### src/rtl/mcu_multicycle.sv
// mcu_multicycle: multicycle main control FSM for the MIPS32 core.
// Steps each instruction through fetch, decode, execute, memory and writeback
// states, waiting on the mem_ready handshake during memory accesses.
// It flags illegal opcodes and memory timeouts with sticky bits, and pulses
// instr_done once per retired instruction.
// Optional feature macro: MCU_IMM_EN (adds ADDI/ORI through IMMEX/IMMWB).
module mcu_multicycle #(
  parameter int OPCODE_LEN = 6,
  parameter int ALUOP_LEN  = 2,
  parameter int TIMEOUT    = 15
) (
  input  logic                  clk,
  input  logic                  rst_n,
  input  logic [OPCODE_LEN-1:0] OpCode,
  input  logic                  mem_ready,
  output logic                  PCWrite,
  output logic                  PCWriteCond,
  output logic [1:0]            PCSrc,
  output logic                  IorD,
  output logic                  MemRd,
  output logic                  MemWr,
  output logic                  IRWrite,
  output logic                  RegDst,
  output logic                  RegWr,
  output logic                  MemtoReg,
  output logic                  ALUSrcA,
  output logic [1:0]            ALUSrcB,
  output logic [ALUOP_LEN-1:0]  ALUOp,
  output logic                  instr_done,
  output logic                  illegal_op,
  output logic                  bus_err,
  output logic [3:0]            state_o
);

  typedef enum logic [3:0] {
    S_FETCH  = 4'd0,
    S_DECODE = 4'd1,
    S_MEMADR = 4'd2,
    S_MEMRD  = 4'd3,
    S_MEMWB  = 4'd4,
    S_MEMWR  = 4'd5,
    S_EXEC   = 4'd6,
    S_RWB    = 4'd7,
    S_BRANCH = 4'd8,
    S_JUMP   = 4'd9,
    S_IMMEX  = 4'd10,
    S_IMMWB  = 4'd11,
    S_TRAP   = 4'd15
  } state_e;

  localparam logic [OPCODE_LEN-1:0] OP_R   = OPCODE_LEN'(6'b000000);
  localparam logic [OPCODE_LEN-1:0] OP_LW  = OPCODE_LEN'(6'b100011);
  localparam logic [OPCODE_LEN-1:0] OP_SW  = OPCODE_LEN'(6'b101011);
  localparam logic [OPCODE_LEN-1:0] OP_BEQ = OPCODE_LEN'(6'b000100);
  localparam logic [OPCODE_LEN-1:0] OP_J   = OPCODE_LEN'(6'b000010);
`ifdef MCU_IMM_EN
  localparam logic [OPCODE_LEN-1:0] OP_ADDI = OPCODE_LEN'(6'b001000);
  localparam logic [OPCODE_LEN-1:0] OP_ORI  = OPCODE_LEN'(6'b001101);
`endif

  localparam logic [ALUOP_LEN-1:0] ALU_ADD   = ALUOP_LEN'(2'b00);
  localparam logic [ALUOP_LEN-1:0] ALU_SUB   = ALUOP_LEN'(2'b01);
  localparam logic [ALUOP_LEN-1:0] ALU_FUNCT = ALUOP_LEN'(2'b10);
`ifdef MCU_IMM_EN
  localparam logic [ALUOP_LEN-1:0] ALU_OR    = ALUOP_LEN'(2'b11);
`endif

  // Counter only needs to hold 0..TIMEOUT-1: the fault fires on the wait
  // cycle that would take it to TIMEOUT.
  localparam int              CNT_W    = (TIMEOUT > 1) ? $clog2(TIMEOUT) : 1;
  localparam logic            TO_EN    = (TIMEOUT != 0);
  localparam logic [CNT_W-1:0] CNT_LAST = CNT_W'((TIMEOUT > 0) ? TIMEOUT - 1 : 0);

  state_e           state_q, state_d;
  logic [CNT_W-1:0] cnt_q, cnt_d;
  logic             illegal_q, illegal_d;
  logic             bus_err_q, bus_err_d;
  logic             wait_st;

  // Next-state, wait-counter and sticky-flag logic.
  always_comb begin
    state_d   = state_q;
    cnt_d     = '0;
    illegal_d = illegal_q;
    bus_err_d = bus_err_q;
    wait_st   = 1'b0;
    case (state_q)
      S_FETCH: begin
        if (mem_ready) state_d = S_DECODE;
        else           wait_st = 1'b1;
      end
      S_DECODE: begin
        case (OpCode)
          OP_R:          state_d = S_EXEC;
          OP_LW, OP_SW:  state_d = S_MEMADR;
          OP_BEQ:        state_d = S_BRANCH;
          OP_J:          state_d = S_JUMP;
`ifdef MCU_IMM_EN
          OP_ADDI, OP_ORI: state_d = S_IMMEX;
`endif
          default: begin
            state_d   = S_TRAP;
            illegal_d = 1'b1;
          end
        endcase
      end
      S_MEMADR: state_d = (OpCode == OP_LW) ? S_MEMRD : S_MEMWR;
      S_MEMRD: begin
        if (mem_ready) state_d = S_MEMWB;
        else           wait_st = 1'b1;
      end
      S_MEMWR: begin
        if (mem_ready) state_d = S_FETCH;
        else           wait_st = 1'b1;
      end
      S_MEMWB, S_RWB, S_BRANCH, S_JUMP: state_d = S_FETCH;
      S_EXEC:   state_d = S_RWB;
`ifdef MCU_IMM_EN
      S_IMMEX:  state_d = S_IMMWB;
      S_IMMWB:  state_d = S_FETCH;
`endif
      S_TRAP:   state_d = S_TRAP;
      default: begin
        state_d   = S_TRAP;
        illegal_d = 1'b1;
      end
    endcase
    // A ready on the final allowed cycle is handled above (no wait_st), so ready wins.
    if (wait_st && TO_EN) begin
      if (cnt_q == CNT_LAST) begin
        state_d   = S_TRAP;
        bus_err_d = 1'b1;
      end else begin
        cnt_d = cnt_q + CNT_W'(1);
      end
    end
  end

  // State, counter and sticky flag registers.
  always_ff @(posedge clk or negedge rst_n) begin
    if (!rst_n) begin
      state_q   <= S_FETCH;
      cnt_q     <= '0;
      illegal_q <= 1'b0;
      bus_err_q <= 1'b0;
    end else begin
      state_q   <= state_d;
      cnt_q     <= cnt_d;
      illegal_q <= illegal_d;
      bus_err_q <= bus_err_d;
    end
  end

  // Control outputs decoded from the state; all forced low while reset is held.
  always_comb begin
    PCWrite     = 1'b0;
    PCWriteCond = 1'b0;
    PCSrc       = 2'b00;
    IorD        = 1'b0;
    MemRd       = 1'b0;
    MemWr       = 1'b0;
    IRWrite     = 1'b0;
    RegDst      = 1'b0;
    RegWr       = 1'b0;
    MemtoReg    = 1'b0;
    ALUSrcA     = 1'b0;
    ALUSrcB     = 2'b00;
    ALUOp       = ALU_ADD;
    instr_done  = 1'b0;
    case (state_q)
      S_FETCH: begin
        MemRd   = 1'b1;
        ALUSrcB = 2'b01;
        IRWrite = mem_ready;
        PCWrite = mem_ready;
      end
      S_DECODE: ALUSrcB = 2'b11;
      S_MEMADR: begin
        ALUSrcA = 1'b1;
        ALUSrcB = 2'b10;
      end
      S_MEMRD: begin
        IorD  = 1'b1;
        MemRd = 1'b1;
      end
      S_MEMWB: begin
        MemtoReg   = 1'b1;
        RegWr      = 1'b1;
        instr_done = 1'b1;
      end
      S_MEMWR: begin
        IorD       = 1'b1;
        MemWr      = 1'b1;
        instr_done = mem_ready;
      end
      S_EXEC: begin
        ALUSrcA = 1'b1;
        ALUOp   = ALU_FUNCT;
      end
      S_RWB: begin
        RegDst     = 1'b1;
        RegWr      = 1'b1;
        instr_done = 1'b1;
      end
      S_BRANCH: begin
        ALUSrcA     = 1'b1;
        ALUOp       = ALU_SUB;
        PCWriteCond = 1'b1;
        PCSrc       = 2'b01;
        instr_done  = 1'b1;
      end
      S_JUMP: begin
        PCWrite    = 1'b1;
        PCSrc      = 2'b10;
        instr_done = 1'b1;
      end
`ifdef MCU_IMM_EN
      S_IMMEX: begin
        ALUSrcA = 1'b1;
        ALUSrcB = 2'b10;
        ALUOp   = (OpCode == OP_ORI) ? ALU_OR : ALU_ADD;
      end
      S_IMMWB: begin
        RegWr      = 1'b1;
        instr_done = 1'b1;
      end
`endif
      default: ;
    endcase
    if (!rst_n) begin
      PCWrite     = 1'b0;
      PCWriteCond = 1'b0;
      PCSrc       = 2'b00;
      IorD        = 1'b0;
      MemRd       = 1'b0;
      MemWr       = 1'b0;
      IRWrite     = 1'b0;
      RegDst      = 1'b0;
      RegWr       = 1'b0;
      MemtoReg    = 1'b0;
      ALUSrcA     = 1'b0;
      ALUSrcB     = 2'b00;
      ALUOp       = ALU_ADD;
      instr_done  = 1'b0;
    end
  end

  assign illegal_op = illegal_q;
  assign bus_err    = bus_err_q;
  assign state_o    = state_q;

endmodule

### config.mk
export PLATFORM = sky130hd
export DESIGN_NAME = mcu_multicycle
export DESIGN_NICKNAME = d
export VERILOG_FILES = /design/src/rtl/mcu_multicycle.sv
export SDC_FILE = /design/constraint.sdc
export NUM_CORES = 1
export LEC_CHECK = 0
export CORE_ASPECT_RATIO = 1.5
export CORE_UTILIZATION = 44
export DETAILED_ROUTE_END_ITERATION = 8
export HOLD_SLACK_MARGIN = 0.08
export PLACE_DENSITY = 0.75
export SYNTH_ARGS = -nofsm -noshare
export SYNTH_HDL_FRONTEND = slang
export SYNTH_SLANG_ARGS = --single-unit
### constraint.sdc
create_clock -name clk -period 1.85 [get_ports clk]
set_clock_uncertainty 0.1 [all_clocks]
set_input_delay 0.4625 -clock clk [delete_from_list [all_inputs] [get_ports clk]]
set_output_delay 0.4625 -clock clk [all_outputs]
set_load 0.05 [all_outputs]
==> impl_metrics.csv, run 1 <==
group,metric,value,unit
outcome,outcome,"stopped before the end",
outcome,lastStage,"clock tree synthesis",
outcome,error,"[ERROR DPL-0038] Utilization greater than 100%, impossible to legalize",
synthesis,netlist.area_leader.share,0.2857,
placed_design,numPortBuffers,31,
placed_design,hpwlAfterDp,2329,um
synthesis,synth-edff-count,0,
floorplanning,rows,19,
synthesis,synth_top_area_cell,"dfrtp_1",
placed_design,place_congestion,0.8308,
placed_design,place_area,0.001725,mm2
synthesis,synth-async-reset-ratio,1.000,
clock_network,numCtsBuffers,3,
clock_network,post_cts_resized,23,
floorplanning,die_w,38.43,um
clock_network,clockBufferDepth,2,
synthesis,synthFlopType,"dfrtp_1",
clock_network,cts_setup_buffers,10,
floorplanning,io_pins,32,
synthesis,synth_most_common_cell,"nor2_1",
clock_network,htreeDepth,1,
floorplanning,die_y,56.64,um
synthesis,ys_seq_area_frac,0.2857,
clock_network,ctsRootBufferMaster,"clkbuf_4",
synthesis,synth_commonest_cells,"22 x nor2_1, 10 x dfrtp_1, 8 x nand2_1",
synthesis,ys_types,40,
synthesis,netlist_instances,114,
synthesis,synth-seq-cells,10,
clock_network,cts_sinks,10,
floorplanning,initial_core_util,0.4723,
synthesis,syn_area_per_cell,7.683,um2
synthesis,yosysWarnings,0,
synthesis,synth_nets,125,
synthesis,synthTopCellsByArea,"dfrtp_1 29%, nor2_1 9.4%, buf_6 3.9%",
clock_network,cts_hold_buf,0,
synthesis,synth_area,875.8,um2
[logic make-up after synthesis]
family | synth area share
and+or+nand+nor | 0.3200
muxes | 0.01143
xor gates and xnor gates | 0.06001
AOI/OAI and AO/OA | 0.1986
DFF | 0.2857
buffers and inverters | 0.09571
adders and majority gates | 0.02857
[per-stage QoR]
stage	setup TNS, ns	setup slack, ns	hold slack, ns	instances
floorplan	-3.358	-0.5732	0.06691	114
global placement	-5.992	-0.3704	0.3579	183
detailed placement	-6.808	-0.4229	0.3793	183
==> run 2, diff against run 1 <==
==> config.mk (replaced) <==
export PLATFORM = sky130hd
export DESIGN_NAME = mcu_multicycle
export DESIGN_NICKNAME = d
export VERILOG_FILES = /design/src/rtl/mcu_multicycle.sv
export SDC_FILE = /design/constraint.sdc
export NUM_CORES = 1
export LEC_CHECK = 0
export CORE_AREA = 2 2 63 65
export DETAILED_ROUTE_END_ITERATION = 8
export DIE_AREA = 0 0 65 67
export PLACE_DENSITY_LB_ADDON = 0.15
export SYNTH_ARGS = -nofsm -noshare
export SYNTH_HDL_FRONTEND = slang
export SYNTH_SLANG_ARGS = --single-unit
==> impl_metrics.csv, run 2 <==
group,metric,value,unit
synthesis,yosysWarnings,0,
power_and_ir_drop,power_leakage,0.7911,nW
synthesis,synth-async-reset-ratio,1.000,
grt,grt_pass1_vias,1040,
drt,drtPass1Iterations,4,
timing,min_period,2.047,ns
synthesis,synthFlopType,"dfrtp_1",
layout,final_cell_mix,"27 x buf_4, 23 x buf_12, 12 x nor2_1",
synthesis,synth_most_common_cell,"nor2_1",
drt,dr_wl_met2,1557,um
synthesis,synth_nets,125,
outcome,outcome,"finished, violations left",
clock_network,cts_sinks,10,
clock_network,ctsRootBufferMaster,"clkbuf_8",
drt,drt_iter0_drc,27,
worst_setup_path,crit_family,"simple AND/OR/NAND/NOR gates",
drt,drcViolationCount,0,
placed_design,dp.cells,207,
timing,slew_viol_final,0,
floorplanning,die_w,65,um
clock_network,clk_pin_slew,0.05,ns
timing,fin_crit_sh,1.106,
timing,clock.fmax,0.4886,GHz
hold_path,worst_hold_path_type,"in2async",
outcome,violations,"setup timing",
placed_design,numPortBuffers,31,
drt,route.met3.wl,189,um
timing,fin_setup_tns,-1.987,ns
synthesis,synth_commonest_cells,"22 x nor2_1, 10 x dfrtp_1, 8 x nand2_1",
timing,relSlewSlack,0.7573,
clock_network,tritoncts,"built",
synthesis,synth_top_family_by_area,"simple AND/OR/NAND/NOR gates",
layout,drive_above_1_share,0.5954,
drt,top_layer,"met4",
synthesis,synthMuxAreaShare,0.01143,
synthesis,synth-compound-area-share,0.1986,
clock_network,numCtsBuffers,3,
drt,vias_per_cell,4.891,
worst_setup_path,arrival,1.48,ns
worst_setup_path,crit_chain,"or2_4 > nand2_4 > a31oi_4 > nor2b_4 > buf_12",
worst_setup_path,startpoint_type,"register",
layout,synthToLayoutAreaGrowth,125.0,%
layout,fin_nets,185,
clock_network,insertion_delay,0.24,ns
worst_setup_path,end_kind,"output port",
synthesis,ys_types,40,
synthesis,synth-seq-cells,10,
synthesis,ys_seq_area_frac,0.2857,
job,max_cap_violations,0,
floorplanning,coreArea,0.003606,mm2
timing,grt_setup_unrepaired,"true",
worst_setup_path,crit_fanout,8,
synthesis,synthTopCellsByArea,"dfrtp_1 29%, nor2_1 9.4%, buf_6 3.9%",
clock_network,cts_hold_buf,0,
synthesis,synth-simple-area-share,0.3200,
timing,finalHoldViolCount,0,
floorplanning,die-area,0.004355,mm2
clock_network,clockBufferDepth,2,
grt,grt_util_all_layers,0.1485,
drt,ant_nets,0,
grt,grt.overflow.total,0,
grt,antenna_found_initial,0,
synthesis,netlist.area_leader.share,0.2857,
synthesis,synthAdderAreaFrac,0.02857,
drt,avgRoutedWirePerCell,13.53,um
synthesis,netlist_instances,114,
synthesis,synth_xor_area_frac,0.06000,
clock_network,htreeDepth,1,
timing,tightestPinTransition,0.3601,ns
timing,setup_ws,-0.1967,ns
timing,setup_viol,18,
floorplanning,die_y,67,um
placed_design,place_congestion,0.8300,
drt,wl,2990,um
worst_setup_path,path_buf_inv,1,
power_and_ir_drop,peakVddDrop,0.2321,mV
layout,fin_cells,221,
grt,grt_max_degree,16,
floorplanning,initial_core_util,0.2429,
synthesis,syn_area_per_cell,7.683,um2
floorplanning,rows,22,
synthesis,synth-edff-count,0,
worst_setup_path,crit_type,"reg2out",
grt,grt_pass1_wl,4878,um
worst_setup_path,slowest_delay,0.48,ns
synthesis,synth_area,875.8,um2
power_and_ir_drop,power_density,267.0,mW/mm2
drt,wl_met1,1187,um
worst_setup_path,worstPathRequired,1.29,ns
drt,via_count,1081,
synthesis,synth_top_area_cell,"dfrtp_1",
layout,layout_commonest_cell,"buf_4",
layout,antenna_cells,0,
worst_setup_path,crit_path_top_delay_cell,"dfrtp_2",
floorplanning,io_pins,32,
placed_design,hpwlAfterDp,2246,um
run 2: cell counts after synthesis:
Identical to the previous run, type by type.
run 2: power breakdown:
group / total [W] / internal, W / switching [W]
sequential: 0.000219 / 0.000219 / 0
combinational: 0.0000658 / 0.0000336 / 0.0000323
clock: 0.000241 / 0.000151 / 0.0000900
run 2: cells by family after synthesis:
logic type	after synthesis
XOR/XNOR	6
adder cells (fa/ha/maj)	2
AO/OA/AOI/OAI	26
buffers and inverters	14
multiplexers	1
AND/OR/NAND/NOR	55
flip-flops	10
run 2: what timing repair did:
item                                    CTS  global route
endpoints found under the setup margin   18            20
setup buffers                             9             1
resized for setup                        22            11
pin swaps                                 9             3
run 2: layer usage:
| layer | track usage | vias up |
|---|---|---|
| met4 | 0.05585 | 0 |
| met2 | 0.2680 | 47 |
| met1 | 0.1728 | 507 |
| met5 | 0 | - |
| met3 | 0.02872 | 8 |
| li1 | - | 519 |
run 2: final timing paths:
kind                                           start                   end  slack (ns)  cells past startpoint
worst min register to register   bus_err$_DFFE_PN0P_   bus_err$_DFFE_PN0P_        0.37                      1
min in group clk                 bus_err$_DFFE_PN0P_   bus_err$_DFFE_PN0P_        0.37                      1
worst min-delay path                           rst_n   bus_err$_DFFE_PN0P_        0.11                      2
worst max register to register  state_o[1]$_DFF_PN0_  state_o[2]$_DFF_PN0_       -0.02                      6
worst max-delay path            state_o[1]$_DFF_PN0_            instr_done       -0.20                      5
max in group asynchronous                      rst_n    cnt_q[1]$_DFF_PN0_        1.31                      3
run 2: stage by stage:
stage                     cell area, um2  utilization  hold slack (ns)  worst slack [ns]   power, W
after floorplan                     1074            -          0.06691           -0.5732  0.0002362
after global placement              1749       0.4851           0.3670           -0.4209  0.0002797
after detailed placement            1749       0.4851           0.3721           -0.4709  0.0002816
after CTS                           1918       0.5319           0.1171           -0.1776  0.0005270
after global routing                1971       0.5465           0.1177           -0.2613  0.0005469
final                               1971       0.5465           0.1098           -0.1967  0.0005261
run 2: layout make-up:
type / count / area, um2
Clock buffer: 4 / 45.04
Fill cell: 325 / 1635
Inverter: 5 / 18.77
Multi-Input combinational cell: 90 / 783.3
Sequential cell: 10 / 255.2
Tap cell: 48 / 60.06
Timing Repair Buffer: 64 / 808.3
No activity file was read; power rests on OpenSTA's default activity.
==> run 3, diff against run 2 <==
--- a/config.mk
+++ b/config.mk
@@ -8,6 +8,7 @@
 export CORE_AREA = 2 2 63 65
 export DETAILED_ROUTE_END_ITERATION = 8
 export DIE_AREA = 0 0 65 67
+export GPL_TIMING_DRIVEN = 0
 export PLACE_DENSITY_LB_ADDON = 0.15
 export SYNTH_ARGS = -nofsm -noshare
 export SYNTH_HDL_FRONTEND = slang
==> impl_metrics.csv, run 3 (synthesized netlist as in run 2, its figures left out) <==
group,metric,value,unit
outcome,outcome,"finished, violations left",
outcome,violations,"setup timing",
job,max_cap_violations,0,
grt,grt_pass1_vias,1008,
power_and_ir_drop,p_sw_frac,0.2187,
power_and_ir_drop,p_clk_frac,0.508,
timing,min_period,2.104,ns
worst_setup_path,crit_path_top_delay_cell,"dfrtp_2",
placed_design,hpwlAfterDp,1961,um
timing,setup_viol,17,
layout,final_cell_mix,"23 x buf_4, 18 x buf_6, 11 x nor2_1",
drt,drtPass1Iterations,4,
floorplanning,rows,22,
worst_setup_path,crit_chain,"buf_6 > or2_4 > nor3_4 > or2_4 > buf_8",
layout,fillerInstances,338,
placed_design,place_congestion,0.7723,
drt,drt_iter0_drc,18,
power_and_ir_drop,power_frac_seq,0.399,
power_and_ir_drop,intPower,0.0004291,W
timing,setup_ws,-0.2536,ns
layout,fin_cells,221,
drt,wl,2896,um
timing,finalHoldViolCount,0,
timing,clock.fmax,0.4754,GHz
worst_setup_path,arrival,1.54,ns
drt,vias_per_cell,4.733,
clock_network,clockBufferDepth,2,
power_and_ir_drop,total_power,0.0005492,W
layout,antenna_cells,0,
clock_network,clk_pin_slew,0.05,ns
clock_network,tritoncts,"built",
worst_setup_path,end_kind,"output port",
power_and_ir_drop,pwr-share-comb,0.093,
layout,stdcell_area,0.001869,mm2
drt,drcViolationCount,0,
worst_setup_path,crit_type,"reg2out",
worst_setup_path,slowest_delay,0.41,ns
layout,layout_commonest_cell,"buf_4",
power_and_ir_drop,power_density,293.8,mW/mm2
grt,antenna_found_initial,0,
grt,grt_pass1_wl,4671,um
floorplanning,coreArea,0.003606,mm2
layout,synthToLayoutAreaGrowth,113.4,%
clock_network,htreeDepth,1,
worst_setup_path,worstPathRequired,1.29,ns
clock_network,ctsRootBufferMaster,"clkbuf_8",
drt,avgRoutedWirePerCell,13.10,um
timing,grt_setup_unrepaired,"true",
timing,tightestPinTransition,0.4978,ns
timing,fin_crit_sh,1.137,
power_and_ir_drop,power_switching,0.0001201,W
drt,via_count,1046,
timing,slew_viol_final,0,
clock_network,numCtsBuffers,3,
worst_setup_path,critPathMostFrequentCell,"or2_4",
floorplanning,initial_core_util,0.2429,
layout,utilization,0.5184,
hold_path,worst_hold_path_type,"reg2reg",
placed_design,numPortBuffers,31,
clock_network,cts_sinks,10,
grt,grt.overflow.total,0,
drt,ant_nets,0,
layout,fin_nets,185,
floorplanning,die-area,0.004355,mm2
grt,grt_util_all_layers,0.1404,
floorplanning,die_y,67,um
worst_setup_path,crit_fanout,6,
placed_design,dp.cells,193,
placed_design,place_area,0.001444,mm2
floorplanning,die_w,65,um
grt,grt_max_degree,11,
timing,relSlewSlack,0.6695,
power_and_ir_drop,peakVddDrop,0.3510,mV
clock_network,insertion_delay,0.24,ns
power_and_ir_drop,power_leakage,0.7684,nW
worst_setup_path,startpoint_type,"register",
floorplanning,io_pins,32,
layout,drive_above_1_share,0.5549,
==> run 3: timing repair <==
item / CTS / global route
gates resized for setup: 156 / 21
setup endpoints to repair: 26 / 20
pin swaps: 10 / 15
setup buffers: 16 / 10
hold buffers: 1 / 0
hold endpoints to repair: 10 / 0
==> run 3: layout make-up <==
class | instances | area (um2) | share of cell area
tap | 48 | 60.06 | 0.03213
buffer | 7 | 96.34 | 0.05154
inverter | 5 | 31.28 | 0.01673
clock buffer | 4 | 55.05 | 0.02945
sequential | 10 | 255.2 | 0.1365
timing repair buffer | 57 | 559.3 | 0.2992
multi-input combinational | 90 | 812.0 | 0.4344
==> run 3: per-stage QoR <==
stage,setup TNS [ns],hold WS (ns),setup WS (ns)
2_1_floorplan,-3.358,0.06691,-0.5732
3_3_place_gp,-25.52,0.3675,-1.625
3_5_place_dp,-25.84,0.3717,-1.634
4_1_cts,-2.346,0.3819,-0.2584
5_1_grt,-2.875,0.4137,-0.3036
6_report,-2.119,0.3714,-0.2536
==> run 3: per-layer routing <==
metal,global-route usage,vias up,wire [um]
met2,0.2500,21,1537
met1,0.1701,500,1235
met5,0,-,0
met3,0.01858,4,94
met4,0.05585,0,28
li1,-,521,-
==> run 3: path summary, 6_finish.rpt <==
kind                                      startpoint                endpoint  slack [ns]  cells after the start
worst min-delay path             bus_err$_DFFE_PN0P_     bus_err$_DFFE_PN0P_        0.37                      1
min in group asynchronous                      rst_n  illegal_op$_DFFE_PN0P_        0.72                      2
worst min register to register   bus_err$_DFFE_PN0P_     bus_err$_DFFE_PN0P_        0.37                      1
worst max register to register  state_o[2]$_DFF_PN0_    state_o[2]$_DFF_PN0_        0.08                      5
max in group asynchronous                      rst_n    state_o[1]$_DFF_PN0_        0.58                      2
worst max-delay path            state_o[0]$_DFF_PN0_                 PCWrite       -0.25                      5
==> run 3: critical path, delay by kind of cell, from the launching register on <==
kind,cells,cell delay [ns]
simple gates,3,0.63
flops,1,0.41
buf+inv,2,0.26
==> run 3: power by group through the flow <==
stage	Sequential [W]	Clock [W]	Combinational, W
after floorplan	0.000223	0	0.0000134
after global placement	0.000223	0	0.0000469
after detailed placement	0.000223	0	0.0000484
after CTS	0.000219	0.000289	0.0000504
after global routing	0.000219	0.000295	0.0000564
final	0.000219	0.000279	0.0000513
